## src/rtl/imem_loader.sv

```systemverilog
// ============================================================================
// Module      : imem_loader
// Description : Boot-time instruction-memory loader. Parses a framed byte
//               stream (magic, 16-bit word count, little-endian payload,
//               XOR checksum), writes 32-bit words into instruction RAM and
//               holds the CPU in reset until a verified load completes.
// Revision    : 1.0 - initial release
// ============================================================================
`default_nettype none

module imem_loader #(
    parameter int         ADDR_WIDTH = 10,
    parameter logic [7:0] MAGIC      = 8'hA5
) (
    input  logic                  clk,
    input  logic                  rst_n,
    input  logic                  start,
    input  logic                  in_valid,
    input  logic [7:0]            in_data,
    output logic                  in_ready,
    output logic                  wr_en,
    output logic [ADDR_WIDTH-1:0] wr_addr,
    output logic [31:0]           wr_data,
    output logic                  cpu_rst_n,
    output logic                  done,
    output logic                  error
);

    typedef enum logic [2:0] {
        S_IDLE   = 3'd0,
        S_LEN_LO = 3'd1,
        S_LEN_HI = 3'd2,
        S_DATA   = 3'd3,
        S_CHECK  = 3'd4,
        S_DONE   = 3'd5,
        S_ERROR  = 3'd6
    } state_t;

    // Largest legal word count; counts above this cannot fit in the RAM.
    localparam logic [16:0] c_capacity = 17'd1 << ADDR_WIDTH;
    localparam logic [ADDR_WIDTH-1:0] c_addr_one = ADDR_WIDTH'(1);

    state_t                state_q,    state_d;
    logic [15:0]           len_q,      len_d;
    logic [15:0]           word_cnt_q, word_cnt_d;
    logic [ADDR_WIDTH-1:0] addr_q,     addr_d;
    logic [1:0]            byte_idx_q, byte_idx_d;
    logic [23:0]           shift_q,    shift_d;
    logic [7:0]            csum_q,     csum_d;
    logic                  wr_en_q,    wr_en_d;
    logic [ADDR_WIDTH-1:0] wr_addr_q,  wr_addr_d;
    logic [31:0]           wr_data_q,  wr_data_d;

    logic                  w_take;
    logic [15:0]           w_len;
    logic [31:0]           w_word;
    logic [15:0]           w_cnt_next;

    // Handshake and datapath helpers: the new byte completes the length or
    // the word on top of what was already captured.
    assign w_take     = in_valid && in_ready;
    assign w_len      = {in_data, len_q[7:0]};
    assign w_word     = {in_data, shift_q};
    assign w_cnt_next = word_cnt_q + 16'd1;

    // Status outputs are pure decodes of the registered state.
    assign in_ready  = (state_q != S_DONE) && (state_q != S_ERROR);
    assign done      = (state_q == S_DONE);
    assign cpu_rst_n = (state_q == S_DONE);
    assign error     = (state_q == S_ERROR);
    assign wr_en     = wr_en_q;
    assign wr_addr   = wr_addr_q;
    assign wr_data   = wr_data_q;

    // Next-state and datapath update for each accepted byte.
    always_comb begin
        state_d    = state_q;
        len_d      = len_q;
        word_cnt_d = word_cnt_q;
        addr_d     = addr_q;
        byte_idx_d = byte_idx_q;
        shift_d    = shift_q;
        csum_d     = csum_q;
        wr_en_d    = 1'b0;
        wr_addr_d  = wr_addr_q;
        wr_data_d  = wr_data_q;

        case (state_q)
            S_IDLE: begin
                // Anything other than the magic byte is silently consumed.
                if (w_take && (in_data == MAGIC)) begin
                    state_d = S_LEN_LO;
                end
            end

            S_LEN_LO: begin
                if (w_take) begin
                    len_d[7:0] = in_data;
                    state_d    = S_LEN_HI;
                end
            end

            S_LEN_HI: begin
                if (w_take) begin
                    len_d      = w_len;
                    word_cnt_d = 16'd0;
                    csum_d     = 8'd0;
                    byte_idx_d = 2'd0;
                    addr_d     = '0;
                    if ({1'b0, w_len} > c_capacity) begin
                        state_d = S_ERROR;
                    end else if (w_len == 16'd0) begin
                        state_d = S_CHECK;
                    end else begin
                        state_d = S_DATA;
                    end
                end
            end

            S_DATA: begin
                if (w_take) begin
                    shift_d    = w_word[31:8];
                    csum_d     = csum_q ^ in_data;
                    byte_idx_d = byte_idx_q + 2'd1;
                    if (byte_idx_q == 2'd3) begin
                        // Fourth byte: the word is complete, write it out.
                        wr_en_d    = 1'b1;
                        wr_addr_d  = addr_q;
                        wr_data_d  = w_word;
                        addr_d     = addr_q + c_addr_one;
                        word_cnt_d = w_cnt_next;
                        if (w_cnt_next == len_q) begin
                            state_d = S_CHECK;
                        end
                    end
                end
            end

            S_CHECK: begin
                if (w_take) begin
                    state_d = (in_data == csum_q) ? S_DONE : S_ERROR;
                end
            end

            S_DONE, S_ERROR: begin
                // Rearm for another frame; RAM contents are left untouched.
                if (start) begin
                    state_d = S_IDLE;
                    addr_d  = '0;
                end
            end

            default: begin
                state_d = S_IDLE;
            end
        endcase
    end

    // State and datapath registers with asynchronous active-low reset.
    always_ff @(posedge clk or negedge rst_n) begin
        if (!rst_n) begin
            state_q    <= S_IDLE;
            len_q      <= 16'd0;
            word_cnt_q <= 16'd0;
            addr_q     <= '0;
            byte_idx_q <= 2'd0;
            shift_q    <= 24'd0;
            csum_q     <= 8'd0;
            wr_en_q    <= 1'b0;
            wr_addr_q  <= '0;
            wr_data_q  <= 32'd0;
        end else begin
            state_q    <= state_d;
            len_q      <= len_d;
            word_cnt_q <= word_cnt_d;
            addr_q     <= addr_d;
            byte_idx_q <= byte_idx_d;
            shift_q    <= shift_d;
            csum_q     <= csum_d;
            wr_en_q    <= wr_en_d;
            wr_addr_q  <= wr_addr_d;
            wr_data_q  <= wr_data_d;
        end
    end

endmodule

`default_nettype wire
```

## config.mk

```make
export PLATFORM = sky130hd
export DESIGN_NAME = imem_loader
export DESIGN_NICKNAME = d
export VERILOG_FILES = /design/src/rtl/imem_loader.sv
export SDC_FILE = /design/constraint.sdc
export NUM_CORES = 1
export LEC_CHECK = 0
export BUFFER_PORTS_ARGS = -buffer_cell sky130_fd_sc_hd__buf_2
export CAP_MARGIN = 20
export CORE_MARGIN = 5
export CORE_UTILIZATION = 60
export CTS_CLUSTER_DIAMETER = 30
export DETAILED_ROUTE_END_ITERATION = 8
export PLACE_DENSITY = 0.81
export SETUP_SLACK_MARGIN = 0.2
export SYNTH_ARGS = -nofsm -noshare
export SYNTH_HDL_FRONTEND = slang
export SYNTH_SLANG_ARGS = --single-unit
export TNS_END_PERCENT = 5
```

## constraint.sdc

```tcl
create_clock -name clk -period 6.1 [get_ports clk]
set_clock_uncertainty 0.2 [all_clocks]
set_input_delay 0 -clock clk [delete_from_list [all_inputs] [get_ports clk]]
set_output_delay 0 -clock clk [all_outputs]
set_load 0.05 [all_outputs]
```

Word-level counts from Yosys, hierarchy flattened --
Index checks and enable logic that the tools add are counted.
Word-level totals: latch bits 0, output and inout bits 47, logic and storage cells 85, memories kept 0, ROM bits 0, register bits after elaboration 122, input port bits 12, memory bits (writable) 0
Cells by class: bitwise logic cells 2, muxes and demuxes 32, add/sub/neg operators 3, $lt $le $gt $ge 1, equal/unequal tests 20, $mul 0, reduce and logical (&&, ||, !) cells 16, divide/modulo/power cells 0, shift-type cells 0
Operators with widths (number):
- 16-bit 2-to-1 mux | 3
- 10-bit 2-to-1 mux | 4
- 16-bit case mux with 2 select lines | 1
- 8-bit case mux with 2 select lines | 2
- 3-bit 2-to-1 mux | 10
- 10-bit case mux with 3 select lines | 1
- 8-bit 2-to-1 mux | 3
- 3-bit case mux with 6 select lines | 1
- 16-bit by 1-bit adder with 16-bit output, second input constant | 1
- 16-bit == test | 1
- 16-bit by 11-bit greater-than comparator with 1-bit output, second input constant | 1
- 16-bit logical NOT | 1
- 2-bit != test, second input constant | 8
- 10-bit by 1-bit adder with 10-bit output, second input constant | 1
- 3-bit == test, second input constant | 3
- 3-bit AND reduction | 3
- 8-bit == test | 1
- 8-bit == test, second input constant | 1
- 8-bit AND reduction | 1
- 8-bit XOR | 1
- 3-bit by 2-bit == test with 1-bit output, second input constant | 2
- 2-bit 2-to-1 mux | 3
- 3-bit != test, second input constant | 2
- 5-bit AND reduction | 1
- 13 further kinds | 18

Longest topological paths before layout --
Gate-level depths: netlist of the first run.
depth after elaboration 6, depth in mapped cells 8, gate-level depth less buffers 7

Least setup slack after synthesis of the first run --
Ideal clock, no wire load.
path type flip-flop to output port, start point reg state_q[2], end point out in_ready, required time 5.900 ns, arrival 2.429 ns, stages on the path, launching flop included 4, slack 3.471 ns, path through dfrtp_1 -> clkinv_1 -> nor3_1 -> nor2_1
On the way: word-level cells in the longest chain between the ends 2, elaborated cells between the ends (all ways) 3, those cells by class eq/ne: 2; reduce/logical: 1
RTL lines:
- start, declared | line 43 | state_t state_q, state_d;
- start signal, assigned | line 173 | state_q <= state_d;
- 3-bit != test | line 67 | assign in_ready = (state_q != S_DONE) && (state_q != S_ERROR);
- 1-bit logical AND * | line 67
- end, declared | line 20 | output logic in_ready,
Mark *: on every way between the ends. The rest lies on a longest branch, timed or not.

Worst setup path in the final report of the first run --
start point reg state_q[0], end point reg addr_q[3]
On the way: word-level cells in the longest chain between the ends 5, elaborated cells between the ends (all ways) 16, those cells by class eq/ne: 10; mux: 1; reduce/logical: 5
RTL lines:
- 3-bit != test | line 67
- 1-bit logical AND | line 67
- 1-bit logical AND | line 61 | assign w_take = in_valid && in_ready;
- 2-bit != test (no source line)
- 5-bit AND reduction (no source line)
- end signal, assigned | line 176 | addr_q <= addr_d;
- end, declared | line 46 | logic [ADDR_WIDTH-1:0] addr_q, addr_d;
Several ways; a longest one is shown, not always the timed one. A chain may end at the register's enable or synchronous reset.

==> impl_metrics.toml, run 1 <==
[run_status]
status = "finished, final reports clean"

[power_and_ir_drop]
p_sw_mw = 0.8378
power_density_nw_per_um2 = 385.4
vdd_drop_max_mv = 0.2872
p_int_mw = 1.833
pwr-share-comb = 0.221
p_leak_nw = 3.424
finalPower_mw = 2.671
seq_power_share = 0.420
p_sw_frac = 0.3137
p_clk_frac = 0.359

[synthesis]
yosys-top-cells-area = "dfrtp_1 (52%), nand2_1 (9.7%), mux2_2 (7.7%)"
synth_seq_cells = 122
synth_common_cells = "nand2_1 (151), dfrtp_1 (122), mux2_2 (40)"
synthArstFlopShare = 1.000
synth.most_common_cell = "nand2_1"
ys_seq_area_frac = 0.5210
ys_dominant_reg_cell = "dfrtp_1"
ys.warnings.count = 0
synth_area_sq_um = 5859
synth_edf_count = 0
yosysTopAreaCellShare = 0.5210
yosys.area.top_type = "dfrtp_1"
postSynthAreaPerCell_sq_um = 9.999
yosysUniqueCellTypes = 62
syn_inst = 586
syn_nets = 601

[global_route]
grt_usage = 0.2590
grt_pass1_wl_microns = 23850
grt_max_degree = 68
grt_pass1_vias = 4784
antenna_found_initial = 0
gr-total-overflow = 0

[setup_path]
reg2reg_depth = 6
cp_num_cells = 6
critPathTopFamily = "flip-flops"
path_class = "reg2reg"
critPathArrivalTime_ps = 3390
end_kind = "flip-flop"
cp.buffers_inverters = 2
crit_path_start_kind = "flip-flop"
path_max_fanout = 30
slowest_delay_ps = 980
slowest_stage = "dfrtp_1"
cp.required_ps = 6320
crit_chain = "inv_1 -> o21ai_1 -> buf_4 -> and2_0 -> a31oi_1 -> a21oi_1"
reg2reg_slack_ps = 2940

[die]
coreArea_sq_um = 9639
io_pins = 59
dieWidth_microns = 108.8
start_util = 0.6079
fp-row-count = 36
die_y_microns = 108.8
die_area_sq_um = 11840

[finish]
layout.nets = 662
syn2layout_area_growth_pct = 18.28
n_fill_cell = 709
fin_cells = 792
diodes = 0
drive_above_1_share = 0.2231

[clock_network]
cts_tree = "done"
numClockSinks = 122
cts_setup_buffers = 0
clock_latency_ps = 510
htreeDepth = 4
cts_buffer_depth = 2
cts_buffers = 17
clk_pin_slew_ps = 60
root_buffer = "clkbuf_8"

[timing]
holdWs_ps = 150.8
fmax_mhz = 316.2
finalSetupViolations = 0
post-route-min-period_ps = 3162
timing.final.crit_share = 0.5184
rsz0062_at_grt = "false"
hold_viol_final = 0
fin_setup_tns_ps = 0
tightest_slew_ps = 1079
drv_slew = 0
slew_headroom = 0.2788

[worst_hold_path]
min_path_type = "in2reg"
whs_path_depth = 4

[routing]
vias = 4635
drc = 0
drt_iter0_drc = 416
wl_per_cell_microns = 17.48
via_per_inst = 5.852
wirelength_microns = 13850
drtAntennaViolNets = 0
drt_first_pass_iters = 4

[placement]
dp_hpwl_microns = 8694
port_buffers = 58
place_congestion = 0.8781
dp.cells = 747

[job]
drv_cap = 0
==> cell type report <==
cell class | count | area [sq um] | share of cell area
inverters | 6 | 22.52 | 0.003250
multi-input cells | 426 | 2655 | 0.3831
clock inverters | 13 | 142.6 | 0.02058
well taps | 133 | 166.4 | 0.02401
repair buffers | 74 | 462.9 | 0.06680
flip-flops and latches | 122 | 3053 | 0.4405
clock buffers | 18 | 427.9 | 0.06174
==> cells by family (layout without fill, tap and decap cells) <==
group	after synthesis	after routing	synth area share
and+or+nand+nor	260	260	0.2138
DFF	122	122	0.5210
adders and majority gates	4	4	0.008115
muxes	43	43	0.08200
AOI/OAI and AO/OA	91	91	0.1066
xor gates and xnor gates	28	28	0.04185
buffers and inverters	38	111	0.02669
==> worst reg2reg max path: stages, from the launching register on <==
cell     delay [ps]
dfrtp_1         980
inv_1           260
o21ai_1         490
buf_4           280
and2_0          370
a31oi_1         230
a21oi_1         250
==> what timing repair did <==
action | CTS | global route
hold buffers | 13 | 0
gates resized for setup | 0 | 0
endpoints found under the hold margin | 118 | 0
==> placed cells by master, fill, tap and decap left out, types with 3 or more instances in the layout <==
cell           instances
nand3_1               14
a22o_1                 9
nor3_1                 7
ha_1                   3
inv_6                  4
nand2b_1              18
and3_1                 5
dfrtp_1              122
nand2_1              151
o21ai_0               37
inv_1                  4
xnor2_1               15
clkinv_2               3
mux2_2                40
or3_1                  4
buf_4                  4
a31oi_1                4
nor2_1                22
buf_2                 57
mux2i_1                3
clkbuf_16             16
nor2b_1                3
o31ai_1                9
a21oi_1                8
nor4_1                 7
nand4_1               10
dlygate4sd3_1         12
xor2_1                13
==> path summary, 6_finish.rpt <==
kind	from	end
worst max-delay path	state_q[0]	addr_q[3]
worst min-delay path	in_data[3]	wr_data[27]
worst max register to register	state_q[0]	addr_q[3]
worst min register to register	shift_q[0]	wr_data[0]
max in group asynchronous	rst_n	word_cnt_q[13]
min in group asynchronous	rst_n	wr_data[26]
==> stage by stage <==
step	util	setup WS [ps]	area (sq um)
finish	0.7190	2938	6930
global route	0.7190	2725	6930
CTS	0.7182	2744	6923
detailed placement	0.6437	2754	6205
global placement	0.6437	2926	6205
floorplan	-	3471	5859
==> flip-flops by register name, indices dropped and copies added (netlist names) <==
name,count
state_q,3
shift_q,24
wr_data,32
csum_q,8
wr_en,1
wr_addr,10
addr_q,10
word_cnt_q,16
byte_idx_q,2
len_q,16
==> routing by layer <==
layer	global-route usage	vias up	share of wire
met5	0	-	0
met4	0.1091	0	0.029
met3	0.05269	37	0.057
met2	0.4126	155	0.49
met1	0.3478	2287	0.43
li1	-	2156	-
==> power groups by stage <==
| stage | logic [mW] | registers (mW) | clock network, mW |
|---|---|---|---|
| 2_1_floorplan | 0.472 | 1.07 | 0 |
| 3_3_place_gp | 0.545 | 1.11 | 0 |
| 3_5_place_dp | 0.567 | 1.12 | 0 |
| 4_1_cts | 0.586 | 1.12 | 0.968 |
| 5_1_grt | 0.647 | 1.14 | 1.01 |
| 6_report | 0.591 | 1.12 | 0.959 |
Power figures use the tool's default switching activity.
==> run 2: changes to the inputs <==
--- a/config.mk
+++ b/config.mk
@@ -8,10 +8,10 @@
 export BUFFER_PORTS_ARGS = -buffer_cell sky130_fd_sc_hd__buf_2
 export CAP_MARGIN = 20
 export CORE_MARGIN = 5
-export CORE_UTILIZATION = 60
+export CORE_UTILIZATION = 53
 export CTS_CLUSTER_DIAMETER = 30
 export DETAILED_ROUTE_END_ITERATION = 8
-export PLACE_DENSITY = 0.81
+export PLACE_DENSITY = 0.76
 export SETUP_SLACK_MARGIN = 0.2
 export SYNTH_ARGS = -nofsm -noshare
 export SYNTH_HDL_FRONTEND = slang
==> constraint.sdc (replaced) <==
create_clock -name clk -period 2.6 [get_ports clk]
set_clock_uncertainty 0.2 [all_clocks]
set_input_delay 0 -clock clk [delete_from_list [all_inputs] [get_ports clk]]
set_output_delay 0 -clock clk [all_outputs]
set_load 0.05 [all_outputs]
==> impl_metrics.toml, run 2 (same netlist as run 1, synthesis figures left out) <==
[run_status]
status = "finished, final reports clean"

[global_route]
gr-total-overflow = 0
grt_pass1_wl_microns = 24780
antenna_found_initial = 0
grt_pass1_vias = 5003
grt_usage = 0.2414
grt_max_degree = 58

[routing]
drt_first_pass_iters = 5
drc = 0
via_per_inst = 5.796
drtAntennaViolNets = 0
vias = 4764
drt_iter0_drc = 484
wl_per_cell_microns = 17.76
wirelength_microns = 14600

[finish]
drive_above_1_share = 0.2566
stdcell_area_sq_um = 7124
n_fill_cell = 832
layout_commonest_cell = "nand2_1"
diodes = 0
multi_input_area_sq_um = 2704
layout_common_cells = "nand2_1 (151), dfrtp_1 (117), buf_2 (57)"
fin_util = 0.6572
syn2layout_area_growth_pct = 21.59
regArea_sq_um = 3059
layout.nets = 686
largest_register_ff_count = 32
fin_cells = 822

[placement]
place_congestion = 0.9054
dp.cells = 780
pre_cts_ws_ps = 170.7
dp_hpwl_microns = 10210
dpl_cell_area_sq_um = 6431
port_buffers = 58

[worst_hold_path]
min_path_type = "in2reg"

[clock_network]
htreeDepth = 4
root_buffer = "clkbuf_8"
cts_buffer_depth = 2
cts_setup_buffers = 0
cts_buffers = 17
clock_latency_ps = 520
cts_tree = "done"
numClockSinks = 122
clk_pin_slew_ps = 60

[setup_path]
cp.required_ps = 2800
crit_path_start_kind = "flip-flop"
critPathArrivalTime_ps = 2590
end_kind = "flip-flop"
path_class = "reg2reg"
path_max_fanout = 4

[timing]
setup_ws_ps = 213.5
fin_setup_tns_ps = 0
finalSetupViolations = 0
timing.final.crit_share = 0.9179
rsz0062_at_grt = "true"
drv_slew = 0
slew_headroom = 0.4814
hold_viol_final = 0
post-route-min-period_ps = 2387
tightest_slew_ps = 778.0
holdWs_ps = 148.0
fmax_mhz = 419.0

[die]
coreArea_sq_um = 10840
die_y_microns = 115.1
fp-row-count = 38
dieWidth_microns = 115.1
die_area_sq_um = 13260
io_pins = 59
start_util = 0.5405

[power_and_ir_drop]
power_density_nw_per_um2 = 878.1
p_leak_nw = 3.510
finalPower_mw = 6.256
vdd_drop_max_mv = 0.7988

[job]
drv_cap = 0
==> run 2: cell count changes in the layout (fill, tap and decap cells not counted), sizes merged <==
cell and change:
buf +24, bufinv -1, clkbuf +6, clkinv -2, inv -4
==> run 2: layout make-up <==
cell class                      count  area share
Clock buffer                       24     0.06463
Clock inverter                      6    0.009484
Inverter                            6    0.003161
Multi-Input combinational cell    426      0.3795
Sequential cell                   122      0.4294
Tap cell                          140     0.02459
Timing Repair Buffer               98     0.08922
==> run 2: worst max-delay path: stages, from the launching register on <==
cell       delay [ps]
dfrtp_1           380
ha_2              210
buf_4             160
xor2_2            140
xnor2_1           140
a21oi_1           120
a2111oi_4         340
nand4_2           200
a221o_1           360
==> run 2: repair_timing <==
item	CTS	global route
setup endpoints to repair	3	7
resized for setup	9	2
pin swaps	2	0
cloned	0	0
hold endpoints to repair	171	0
hold buffers	12	0
==> run 2: final timing paths <==
path | from | endpoint | slack (ps) | cells past startpoint
setup reg to reg | word_cnt_q[0] | state_q[0] | 210 | 8
hold / removal | in_data[4] | wr_data[28] | 150 | 4
setup / recovery | word_cnt_q[0] | state_q[0] | 210 | 8
max in group asynchronous | rst_n | wr_data[12] | 950 | 4
hold reg to reg | wr_addr[6] | wr_addr[6] | 270 | 2
min in group asynchronous | rst_n | csum_q[2] | 440 | 3
==> run 2: metal layers <==
layer | GRT usage | wire (microns) | share of wire | vias up
met5 | 0 | 0 | 0 | -
met4 | 0.1127 | 486 | 0.033 | 0
met3 | 0.06211 | 787 | 0.054 | 47
met2 | 0.3889 | 7255 | 0.50 | 179
met1 | 0.3067 | 6072 | 0.42 | 2334
li1 | - | - | - | 2204
==> run 2: power by group <==
group | leakage, nW | switching, mW | total, mW | internal [mW]
clock | 0.251 | 0.799 | 2.11 | 1.31
combinational | 1.63 | 0.827 | 1.56 | 0.736
sequential | 1.63 | 0.332 | 2.59 | 2.25
